[config.mk]
export PLATFORM = sky130hd
export DESIGN_NAME = slv_mon_capture_flat
export DESIGN_NICKNAME = d
export VERILOG_FILES = /design/src/rtl/slv_mon_capture_pkg.sv /design/src/rtl/slv_mon_capture_if.sv /design/src/rtl/slv_mon_capture_fifo.sv /design/src/rtl/slv_mon_capture.sv /design/src/flat_wrapper.sv
export SDC_FILE = /design/constraint.sdc
export NUM_CORES = 2
export LEC_CHECK = 0
export CORE_MARGIN = 5
export CORE_UTILIZATION = 29
export DETAILED_ROUTE_END_ITERATION = 10
export PLACE_DENSITY = 0.53
export SETUP_SLACK_MARGIN = 0.15
export SLEW_MARGIN = 20
export SYNTH_ARGS = -nofsm -noshare
export SYNTH_HDL_FRONTEND = slang
export SYNTH_HIERARCHICAL = 1
export SYNTH_SLANG_ARGS = --single-unit
[constraint.sdc]
create_clock -name clk -period 10 [get_ports clk]
set_input_delay 2 -clock clk [delete_from_list [all_inputs] [get_ports clk]]
set_output_delay 2 -clock clk [all_outputs]
set_load 0.005 [all_outputs]
[src/rtl/slv_mon_capture_pkg.sv]
// ============================================================================
// Module   : slv_pkg
// Purpose  : Shared constants and helpers for the slave handshake monitor.
// Revision : 1.0  initial release
// ============================================================================
`default_nettype none

package slv_pkg;

  localparam int MON_DROP_W = 16;

  // Channel-index width, never below one bit so NCH=1 still has a legal port.
  function automatic int ch_width(input int n);
    return (n > 1) ? $clog2(n) : 1;
  endfunction

endpackage

`default_nettype wire

[src/rtl/slv_mon_capture_if.sv]
// ============================================================================
// Module   : slv_mon_capture_if
// Purpose  : Snooped channel bundle plus merged output stream of the monitor.
// Revision : 1.0  initial release
// ============================================================================
`default_nettype none

interface slv_mon_capture_if #(
  parameter int NCH    = 4,
  parameter int DATA_W = 32,
  parameter int TS_W   = 16
);
  localparam int CH_W = slv_pkg::ch_width(NCH);

  logic [NCH-1:0]                  mon_valid;
  logic [NCH-1:0]                  mon_ready;
  logic [NCH*DATA_W-1:0]           mon_data;
  logic                            out_valid;
  logic                            out_ready;
  logic [DATA_W-1:0]               out_data;
  logic [CH_W-1:0]                 out_ch;
  logic [TS_W-1:0]                 out_ts;
  logic [NCH-1:0]                  ovf;
  logic [slv_pkg::MON_DROP_W-1:0]  drop_cnt;

  modport slave (
    input  mon_valid, mon_ready, mon_data, out_ready,
    output out_valid, out_data, out_ch, out_ts, ovf, drop_cnt
  );

  modport master (
    output mon_valid, mon_ready, mon_data, out_ready,
    input  out_valid, out_data, out_ch, out_ts, ovf, drop_cnt
  );

endinterface

`default_nettype wire

[src/rtl/slv_mon_capture_fifo.sv]
// ============================================================================
// Module   : slv_mon_fifo
// Purpose  : Single-clock synchronous FIFO with extra-MSB full/empty pointers.
// Revision : 1.0  initial release
// ============================================================================
`default_nettype none

module slv_mon_fifo #(
  parameter int W     = 32,
  parameter int DEPTH = 16
) (
  input  wire logic         clk,
  input  wire logic         rst,
  input  wire logic         push_i,
  input  wire logic         pop_i,
  input  wire logic [W-1:0] din_i,
  output logic              full_o,
  output logic              empty_o,
  output logic [W-1:0]      dout_o
);

  localparam int AW = $clog2(DEPTH);

  logic [AW:0]  wr_q;
  logic [AW:0]  rd_q;
  logic [W-1:0] mem_q [DEPTH];

  assign empty_o = (wr_q == rd_q);
  assign full_o  = (wr_q[AW] != rd_q[AW]) && (wr_q[AW-1:0] == rd_q[AW-1:0]);
  assign dout_o  = mem_q[rd_q[AW-1:0]];

  always_ff @(posedge clk) begin
    if (rst) begin
      wr_q <= '0;
      rd_q <= '0;
    end else begin
      if (push_i) wr_q <= wr_q + 1'b1;
      if (pop_i)  rd_q <= rd_q + 1'b1;
    end
  end

  always_ff @(posedge clk) begin
    if (push_i) mem_q[wr_q[AW-1:0]] <= din_i;
  end

endmodule

`default_nettype wire

[src/rtl/slv_mon_capture.sv]
// ============================================================================
// Module   : slv_mon_capture
// Purpose  : Captures completed valid/ready transfers on NCH snooped channels
//            into per-channel FIFOs and merges them round-robin onto one stream.
//            Define SLV_MON_TS_EN to store and present a capture timestamp.
// Revision : 1.0  initial release
// ============================================================================
`default_nettype none

module slv_mon_capture
  import slv_pkg::*;
#(
  parameter int NCH    = 4,
  parameter int DATA_W = 32,
  parameter int DEPTH  = 16,
  parameter int TS_W   = 16
) (
  input  wire logic         clk,
  input  wire logic         rst,
  slv_mon_capture_if.slave  mon
);

  localparam int CH_W = ch_width(NCH);
  localparam int ND_W = $clog2(NCH + 1);

`ifdef SLV_MON_TS_EN
  typedef struct packed {
    logic [DATA_W-1:0] data;
    logic [TS_W-1:0]   ts;
  } entry_t;
`else
  typedef struct packed {
    logic [DATA_W-1:0] data;
  } entry_t;
`endif

  localparam int ENT_W = $bits(entry_t);

  logic [NCH-1:0]        fire, full, empty, push, pop, drop;
  entry_t                fifo_din  [NCH];
  entry_t                fifo_dout [NCH];
  logic                  any, load;
  logic [CH_W-1:0]       grant, cand, ptr_q, ptr_d;
  logic                  out_valid_q;
  logic [DATA_W-1:0]     out_data_q;
  logic [CH_W-1:0]       out_ch_q;
  logic [NCH-1:0]        ovf_q;
  logic [MON_DROP_W-1:0] drop_cnt_q, drop_cnt_d;
  logic [ND_W-1:0]       ndrop;
  logic [MON_DROP_W:0]   drop_sum;

`ifdef SLV_MON_TS_EN
  logic [TS_W-1:0] ts_q;
  logic [TS_W-1:0] out_ts_q;

  always_ff @(posedge clk) begin
    if (rst) ts_q <= '0;
    else     ts_q <= ts_q + TS_W'(1);
  end
`endif

  generate
    for (genvar i = 0; i < NCH; i++) begin : g_ch
      assign fire[i] = mon.mon_valid[i] & mon.mon_ready[i];
      // A full FIFO still takes the push when the arbiter drains it this cycle.
      assign push[i] = fire[i] & (~full[i] | pop[i]);
      assign drop[i] = fire[i] & full[i] & ~pop[i];
      assign pop[i]  = load & (grant == CH_W'(i));
      assign fifo_din[i].data = mon.mon_data[i*DATA_W +: DATA_W];
`ifdef SLV_MON_TS_EN
      assign fifo_din[i].ts = ts_q;
`endif

      slv_mon_fifo #(
        .W     (ENT_W),
        .DEPTH (DEPTH)
      ) u_fifo (
        .clk     (clk),
        .rst     (rst),
        .push_i  (push[i]),
        .pop_i   (pop[i]),
        .din_i   (fifo_din[i]),
        .full_o  (full[i]),
        .empty_o (empty[i]),
        .dout_o  (fifo_dout[i])
      );
    end
  endgenerate

  // Scan from the far end so the candidate closest to ptr_q wins.
  always_comb begin
    any   = 1'b0;
    grant = '0;
    cand  = '0;
    for (int k = NCH - 1; k >= 0; k--) begin
      cand = CH_W'((int'(ptr_q) + k) % NCH);
      if (!empty[cand]) begin
        any   = 1'b1;
        grant = cand;
      end
    end
  end

  assign load  = (~out_valid_q | mon.out_ready) & any;
  assign ptr_d = (int'(grant) == NCH - 1) ? '0 : grant + CH_W'(1);

  always_ff @(posedge clk) begin
    if (rst) begin
      out_valid_q <= 1'b0;
      out_data_q  <= '0;
      out_ch_q    <= '0;
      ptr_q       <= '0;
    end else if (load) begin
      out_valid_q <= 1'b1;
      out_data_q  <= fifo_dout[grant].data;
      out_ch_q    <= grant;
      ptr_q       <= ptr_d;
    end else if (mon.out_ready) begin
      out_valid_q <= 1'b0;
    end
  end

`ifdef SLV_MON_TS_EN
  always_ff @(posedge clk) begin
    if (rst)       out_ts_q <= '0;
    else if (load) out_ts_q <= fifo_dout[grant].ts;
  end
  assign mon.out_ts = out_ts_q;
`else
  assign mon.out_ts = '0;
`endif

  always_comb begin
    ndrop = '0;
    for (int i = 0; i < NCH; i++) ndrop = ndrop + ND_W'(drop[i]);
    drop_sum   = {1'b0, drop_cnt_q} + (MON_DROP_W + 1)'(ndrop);
    drop_cnt_d = drop_sum[MON_DROP_W] ? '1 : drop_sum[MON_DROP_W-1:0];
  end

  always_ff @(posedge clk) begin
    if (rst) begin
      ovf_q      <= '0;
      drop_cnt_q <= '0;
    end else begin
      ovf_q      <= ovf_q | drop;
      drop_cnt_q <= drop_cnt_d;
    end
  end

  assign mon.out_valid = out_valid_q;
  assign mon.out_data  = out_data_q;
  assign mon.out_ch    = out_ch_q;
  assign mon.ovf       = ovf_q;
  assign mon.drop_cnt  = drop_cnt_q;

endmodule

`default_nettype wire

[src/flat_wrapper.sv]
// flat-port wrapper written by rule: the top's interface ports become plain ports
module slv_mon_capture_flat import slv_pkg::*;
#(
  parameter int NCH    = 4,
  parameter int DATA_W = 32,
  parameter int DEPTH  = 16,
  parameter int TS_W   = 16
)
  (clk, rst, mon_mon_valid, mon_mon_ready, mon_mon_data, mon_out_ready, mon_out_valid, mon_out_data, mon_out_ch, mon_out_ts, mon_ovf, mon_drop_cnt);
  slv_mon_capture_if #(.NCH(NCH), .DATA_W(DATA_W), .TS_W(TS_W)) mon_i ();
  input  wire logic clk;
  input  wire logic rst;
  input wire logic [$bits(mon_i.mon_valid)-1:0] mon_mon_valid;
  input wire logic [$bits(mon_i.mon_ready)-1:0] mon_mon_ready;
  input wire logic [$bits(mon_i.mon_data)-1:0] mon_mon_data;
  input wire logic [$bits(mon_i.out_ready)-1:0] mon_out_ready;
  output wire logic [$bits(mon_i.out_valid)-1:0] mon_out_valid;
  output wire logic [$bits(mon_i.out_data)-1:0] mon_out_data;
  output wire logic [$bits(mon_i.out_ch)-1:0] mon_out_ch;
  output wire logic [$bits(mon_i.out_ts)-1:0] mon_out_ts;
  output wire logic [$bits(mon_i.ovf)-1:0] mon_ovf;
  output wire logic [$bits(mon_i.drop_cnt)-1:0] mon_drop_cnt;
  assign mon_i.mon_valid = mon_mon_valid;
  assign mon_i.mon_ready = mon_mon_ready;
  assign mon_i.mon_data = mon_mon_data;
  assign mon_i.out_ready = mon_out_ready;
  assign mon_out_valid = mon_i.out_valid;
  assign mon_out_data = mon_i.out_data;
  assign mon_out_ch = mon_i.out_ch;
  assign mon_out_ts = mon_i.out_ts;
  assign mon_ovf = mon_i.ovf;
  assign mon_drop_cnt = mon_i.drop_cnt;
  slv_mon_capture #(.NCH(NCH), .DATA_W(DATA_W), .DEPTH(DEPTH), .TS_W(TS_W)) u_core (.clk(clk), .rst(rst), .mon(mon_i));
endmodule
-- Yosys cells after proc, flatten, opt, wreduce, memory -nomap -nowiden
Memory sizes are Yosys's and may differ from the RTL's. A register that Yosys moved wholly into a read port is not among the register bits.
Cells that the tools add are included.
- register bits: 97
- RAM bits: 2048
- bits of input ports: 139
- word-level logic and storage cells: 137
- memories: 4
- add/sub/neg operators: 16
- $lt $le $gt $ge: 5
- equality and inequality tests: 16
- mux-type cells: 39
- bitwise logic cells: 37
- reduce and logical (&&, ||, !) cells: 6
- memory list (memory ; depth ; width ; read ports ; clocked after Yosys merged registers in ; write ports ; RTL line ; source):
    u_core.g_ch[0].u_fifo.mem_q ; 16 ; 32 ; 1 ; 1 ; 1 ; slv_mon_capture_fifo.sv:26 ; logic [W-1:0] mem_q [DEPTH];
    u_core.g_ch[1].u_fifo.mem_q ; 16 ; 32 ; 1 ; 1 ; 1 ; slv_mon_capture_fifo.sv:26 ;
    u_core.g_ch[2].u_fifo.mem_q ; 16 ; 32 ; 1 ; 1 ; 1 ; slv_mon_capture_fifo.sv:26 ;
    u_core.g_ch[3].u_fifo.mem_q ; 16 ; 32 ; 1 ; 1 ; 1 ; slv_mon_capture_fifo.sv:26 ;
- operators by type and width (cell ; number):
    binary-select mux 32 bit (select 2 bit) ; 1
    2-to-1 mux 32 bit ; 2
    adder 5 x 1 -> 5 bit (second input constant) ; 8
    2-to-1 mux 4 bit ; 8
    AND 1 bit ; 21
    equality test 5 bit ; 4
    2-to-1 mux 1 bit ; 18
    adder 16 x 3 -> 17 bit ; 1
    equality test 4 bit ; 4
    2-to-1 mux 16 bit ; 1
    less-than comparator 2 x 3 -> 1 bit (second input constant) ; 4
    2-to-1 mux 2 bit ; 5
    NOT 1 bit ; 9
    binary-select mux 1 bit (select 2 bit) ; 4
    adder 3 x 1 -> 3 bit ; 2
    bitwise OR 1 bit ; 5
    adder 2 x 1 -> 2 bit (second input constant) ; 2
    adder 2 bit (second input constant) ; 2
    equality test 2 x 1 -> 1 bit (second input constant) ; 2
    equality test 2 bit (second input constant) ; 2
    logical AND 1 bit ; 4
    inequality test 1 bit ; 4
    bitwise OR 4 bit ; 1
    >= comparator 3 bit (second input constant) ; 1
    other kinds (4) ; 4

-- Depth between registers and ports, before layout
- word-level depth: 16
- gate-level depth with buffers: 23

-- Modules after synthesis
The synthesis kept the hierarchy.
- modules (own cells, without submodules) (module ; instances ; cells an instance ; area each (sq um)):
    slv_mon_fifo (u_core.g_ch[1].u_fifo ...) ; 2 ; 864 ; 19802.7
    slv_mon_fifo (u_core.g_ch[0].u_fifo) ; 1 ; 864 ; 19815.3
    slv_mon_fifo (u_core.g_ch[3].u_fifo) ; 1 ; 865 ; 19815.3
    slv_mon_capture ; 1 ; 354 ; 3468.3

-- Worst setup path before layout
OpenSTA, ideal clock, no wires.
- kind: input to register
- start: input port mon_out_ready
- end: register u_core.drop_cnt_q[10], in the netlist u_core/mon.drop_cnt[10]
- library setup time: 0.071 ns
- data arrival time: 4.656 ns
- path slack: 5.274 ns
- stages on the path: 15
- path through: nand2b_1 and2_1 buf_2 nand2_1 inv_2 nor3b_2 fa_1 inv_1 fa_1 inv_1 fa_1 nand3_2 or3_4 buf_6 a21oi_1
- elaborated cells between the ends (all ways): 19
- RTL lines (what ; RTL line ; source):
    start: declaration ; flat_wrapper.sv:16 ; input wire logic [$bits(mon_i.out_ready)-1:0] mon_out_ready;
    bitwise OR 1 bit ; slv_mon_capture.sv:104 ; assign load = (~out_valid_q | mon.out_ready) & any;
    AND 1 bit ; slv_mon_capture.sv:104 ;
    AND 1 bit ; slv_mon_capture.sv:68 ; assign pop[i] = load & (grant == CH_W'(i));
    named net u_core.pop[2] ; slv_mon_capture.sv:39 ; logic [NCH-1:0] fire, full, empty, push, pop, drop;
    NOT 1 bit ; slv_mon_capture.sv:67 ; assign drop[i] = fire[i] & full[i] & ~pop[i];
    AND 1 bit ; slv_mon_capture.sv:67 ;
    adder 3 x 1 -> 3 bit (2 in series) ; slv_mon_capture.sv:135 ; for (int i = 0; i < NCH; i++) ndrop = ndrop + ND_W'(drop[i]);
    adder 16 x 3 -> 17 bit ; slv_mon_capture.sv:136 ; drop_sum = {1'b0, drop_cnt_q} + (MON_DROP_W + 1)'(ndrop);
    2-to-1 mux 16 bit ; slv_mon_capture.sv:137 ; drop_cnt_d = drop_sum[MON_DROP_W] ? '1 : drop_sum[MON_DROP_W-1:0];
    end signal: assignment ; slv_mon_capture.sv:146 ; drop_cnt_q <= drop_cnt_d;
    end: declaration ; slv_mon_capture.sv:48 ; logic [MON_DROP_W-1:0] drop_cnt_q, drop_cnt_d;
The timed path passes the listed nets, and every way through them passes these cells.
A chain may end at the register's enable or synchronous reset.

-- Final worst setup path
- start: register u_core.g_ch[3].u_fifo.wr_q[2]
- end: register u_core.drop_cnt_q[15], in the netlist u_core/mon.drop_cnt[15]
- elaborated cells between the ends (all ways): 42
- RTL lines (what ; RTL line ; source):
    start: declaration ; slv_mon_capture_fifo.sv:24 ; logic [AW:0] wr_q;
    start signal: assignment ; slv_mon_capture_fifo.sv:37 ; if (push_i) wr_q <= wr_q + 1'b1;
    equality test 5 bit (*) ; slv_mon_capture_fifo.sv:28 ; assign empty_o = (wr_q == rd_q);
    named net u_core.empty[3] ; slv_mon_capture.sv:39 ;
    binary-select mux 1 bit (select 2 bit) ; slv_mon_capture.sv:97 ; if (!empty[cand]) begin
    2-to-1 mux 1 bit (not written as such) ; slv_mon_capture.sv:97 ;
    2-to-1 mux 2 bit / 2-to-1 mux 1 bit (equally long branches) (4 in series) ; slv_mon_capture.sv:97 ;
    equality test 2 bit / AND 1 bit (equally long branches) ; slv_mon_capture.sv:68, slv_mon_capture.sv:104 ;
    AND 1 bit (*) ; slv_mon_capture.sv:68 ;
    named net u_core.pop[2] ; slv_mon_capture.sv:39 ;
    NOT 1 bit (*) ; slv_mon_capture.sv:67 ;
    AND 1 bit (*) ; slv_mon_capture.sv:67 ;
    adder 3 x 1 -> 3 bit (*) (2 in series) ; slv_mon_capture.sv:135 ;
    adder 16 x 3 -> 17 bit (*) ; slv_mon_capture.sv:136 ;
    2-to-1 mux 16 bit (*) ; slv_mon_capture.sv:137 ;
The timed path passes the listed nets; every way through them passes the cells marked *. The select of a mux whose other input is x is not followed.

==> impl_metrics.csv <==
group,metric,value,unit
placed_design,place_congestion,0.733,
die,die-area,0.296,mm2
global_routing,grt_max_degree,103,
synthesis,synth_compound_area_frac,0.0306,
worst_setup_path,path_cells,"xnor2_1 > nand4_1 > nor2_1 > o221a_2 > nor2_4 > buf_4 > ha_1 > nand2_1 > inv_2 > nor3b_2 > fa_1 > inv_1 > fa_1 > inv_1 > fa_1 > and3_1 > nor4_1 > nor3_1",
hold_path,hold_depth,2,
placed_design,hpwl,122000,um
route,route.detailed.drc,0,
pwr,power_density,228,mW/mm2
worst_setup_path,crit_top_cell,"fa_1",
clock_tree,post_cts_resized,0,
route,drt_iter0_drc,3043,
route,viasPerCell,4.78,
final_layout,nets,4215,
worst_setup_path,reg2reg_to,"u_core/mon.drop_cnt[15]",
synthesis,muxShareOfSynthArea,0.148,
hold_path,min_to,"u_core/mon.ovf[1]",
die,ios,210,
synthesis,yosysSeqAreaShare,0.771,
synthesis,synth_top_family_by_area,"multiplexers",
synthesis,avgSynthCellArea,21.7,um2
sta,worst_pin_slew,1.16,ns
final_layout,drive_above_1_share,0.230,
flow_run,cap_violations,0,
sta,timing_hold_violations_final,0,
die,dieHeight,544,um
sta,fin_worst_skew,0.0890,ns
sta,fin_crit_sh,0.522,
clock_tree,cts.clk_slew.worst_paths,0.06,ns
clock_tree,clockBufferDepth,3,
sta,fin_ws,4.78,ns
final_layout,postLayoutCellArea,0.0958,mm2
worst_setup_path,slowest_delay,0.66,ns
sta,rsz0062_at_grt,"false",
die,core.rowCount,196,
worst_setup_path,worst-endpoint-arrival,5.92,ns
synthesis,syn_area,0.0827,mm2
clock_tree,cts-root-buf,"clkbuf_16",
worst_setup_path,start_kind,"flip-flop",
route,finalWirelength,202000,um
final_layout,fill_cells,26600,
die,die_w,544,um
global_routing,grt_remaining_overflow,0,
die,coreArea,0.284,mm2
placed_design,post_dp_cell_area,0.0887,mm2
run_status,status,"completed",
worst_setup_path,cp_max_fo,27,
sta,fmax,192,MHz
route,firstDrtPassIters,5,
route,wl_per_cell,25.3,um
sta,slew_headroom,0.223,
clock_tree,clk_latency,0.84,ns
hold_path,hold_class,"reg -> reg",
clock_tree,clock_sinks,2161,
pwr,vdd_ir_drop_max,0.157,mV
pwr,p_total,21.8,mW
global_routing,grt_pass1_wl,290000,um
sta,setup_viol,0,
pwr,leakage,28.9,nW
synthesis,synthCells,3811,
clock_tree,hold_buffers,0,
placed_design,port_buffers,193,
final_layout,area_delta_synth_final,15.8,%
global_routing,grt_pass1_vias,39100,
clock_tree,htree_levels,4,
route,postRouteAntennaNets,0,
global_routing,grt.total_usage,0.134,
synthesis,synth_seq_cells,2161,
final_layout,finish.utilization,0.337,
clock_tree,cts_buffers,218,
route,vias,38200,
worst_setup_path,worstSetupPathType,"reg -> reg",
worst_setup_path,worstReg2RegStart,"u_core/g_ch[3].u_fifo/wr_q[2]",
placed_design,dp_slack,4.10,ns
clock_tree,cts_tree,"built",
synthesis,yosysWarnings,6,
worst_setup_path,crit_family,"simple AND/OR/NAND/NOR gates",
synthesis,ys_types,52,
worst_setup_path,crit_slowest_cell,"nor2_1",
synthesis,synthSimpleGateAreaFrac,0.0230,
worst_setup_path,cp-end-kind,"flip-flop",
sta,fin_setup_tns,0,ns
global_routing,grt_antenna_before_repair,34,
clock_tree,cts_setup_buffers,0,
synthesis,synth_xor_area_frac,0.00657,
worst_setup_path,r2r_setup_slack,4.78,ns
sta,min_period,5.22,ns
sta,drv_slew,0,
hold_path,holdCritStartpoint,"u_core/mon.ovf[1]",
worst_setup_path,crit_buf_inv,4,
worst_setup_path,r2r_cells,18,
die,start_util,0.291,
synthesis,synth_fa_ha_area_frac,0.00466,
worst_setup_path,cp.required,10.70,ns
## synthesized netlist by cell type (all sizes together)
cell type / n / area share
mux2i: 74 / 0.0090
o22ai: 1 / 0.000076
nand2b: 3 / 0.00023
nor3: 3 / 0.00018
or2: 2 / 0.00015
a22oi: 256 / 0.023
conb: 1 / 0.000045
a21o: 1 / 0.000091
or3: 2 / 0.00021
and4: 2 / 0.00021
and3: 6 / 0.00045
and3b: 4 / 0.00042
o211ai: 1 / 0.000091
nand2: 194 / 0.0088
mux4: 512 / 0.14
and2: 65 / 0.0049
nand4: 26 / 0.0020
nor4: 1 / 0.000076
nor2b: 14 / 0.0011
a21oi: 26 / 0.0016
or2b: 1 / 0.00014
ha: 26 / 0.0039
buf: 132 / 0.010
a221oi: 1 / 0.00018
clkbuf: 93 / 0.0043
inv: 26 / 0.0012
nor2: 68 / 0.0032
xnor2: 29 / 0.0031
o221a: 1 / 0.00014
nor3b: 6 / 0.00067
fa: 3 / 0.00073
xor2: 33 / 0.0035
dfxtp: 113 / 0.027
edfxtp: 2048 / 0.74
o221ai: 32 / 0.0051
nand3: 4 / 0.00030
a31oi: 1 / 0.000076
## routing by layer
layer,vias to the layer above,track usage,share of wire
met3,310,0.0254,0.051
met1,20600,0.178,0.42
li1,16300,-,-
met5,-,0,0.00029
met4,8,0.0399,0.031
met2,929,0.224,0.49
## power breakdown
group	switching [mW]	internal (mW)
Sequential	0.205	10.0
Combinational	2.04	1.59
Clock	3.42	4.55
## cell type report
class,count,area (um2),share of cell area
clock inverters,125,1240,0.0130
well taps,3762,4710,0.0491
diodes,7,17.5,0.000183
repair buffers,226,2220,0.0232
clock buffers,279,5810,0.0606
multi-input cells,1414,17900,0.187
inverters,26,97.6,0.00102
flip-flops and latches,2161,63800,0.666
## state kept, by name (all words and copies together) (netlist names), named ones only
signal,flops
u_core/mon.out_data,32
u_core/ptr_q,2
u_core/mon.out_ch,2
u_core/g_ch.u_fifo/mem_q,2048
u_core/mon.drop_cnt,16
u_core/mon.ovf,4
u_core/g_ch.u_fifo/rd_q,20
u_core/g_ch.u_fifo/wr_q,20
u_core/mon.out_valid,1
## worst register-to-register path: stages (launching register included)
cell,delay [ns]
dfxtp_1,0.50
xnor2_1,0.17
nand4_1,0.15
nor2_1,0.66
o221a_2,0.38
nor2_4,0.05
buf_4,0.35
ha_1,0.29
nand2_1,0.09
inv_2,0.09
nor3b_2,0.37
fa_1,0.49
inv_1,0.09
fa_1,0.19
inv_1,0.06
fa_1,0.47
and3_1,0.25
nor4_1,0.35
nor3_1,0.08
## cells by family after synthesis
| family | after synthesis |
|---|---|
| XOR/XNOR | 62 |
| AND/OR/NAND/NOR | 401 |
| buffers and inverters | 251 |
| multiplexers | 586 |
| adder cells (fa/ha/maj) | 29 |
| flip-flops | 2161 |
| other | 1 |
| AO/OA/AOI/OAI | 320 |
## how the worst max path moves through the flow
stage | endpoint | cells after the start | from | slack [ns]
global placement | u_core/mon.drop_cnt[1] | 11 | mon_out_ready | 4.15
detailed placement | u_core/g_ch[3].u_fifo/mem_q[1][24] | 7 | mon_out_ready | 4.10
global route | u_core/g_ch[2].u_fifo/mem_q[0][26] | 12 | u_core/g_ch[1].u_fifo/wr_q[2] | 4.42
floorplan | u_core/mon.drop_cnt[10] | 15 | mon_out_ready | 5.27
CTS | u_core/mon.drop_cnt[1] | 15 | u_core/g_ch[3].u_fifo/wr_q[2] | 4.61
finish | u_core/mon.drop_cnt[15] | 18 | u_core/g_ch[3].u_fifo/wr_q[2] | 4.78
## metrics by stage
stage               std cells  hold slack [ns]
CTS                      7992            0.453
detailed placement       7588            0.445
finish                   8000            0.450
global placement         7588            0.445
floorplan                3826            0.442
global route             7995            0.482
## placed cells by master, fill, tap and decap left out, types with 52 or more instances in the layout
cell	Yosys	routed
a22oi_1	256	256
mux2i_1	74	74
dfxtp_1	113	105
mux4_2	512	512
nor2_1	66	62
nand2_1	193	193
and2_2	0	55
clkbuf_16	0	221
clkbuf_1	91	52
edfxtp_1	2048	2048
clkdlybuf4s50_1	0	192
Power figures use the tool's default switching activity.
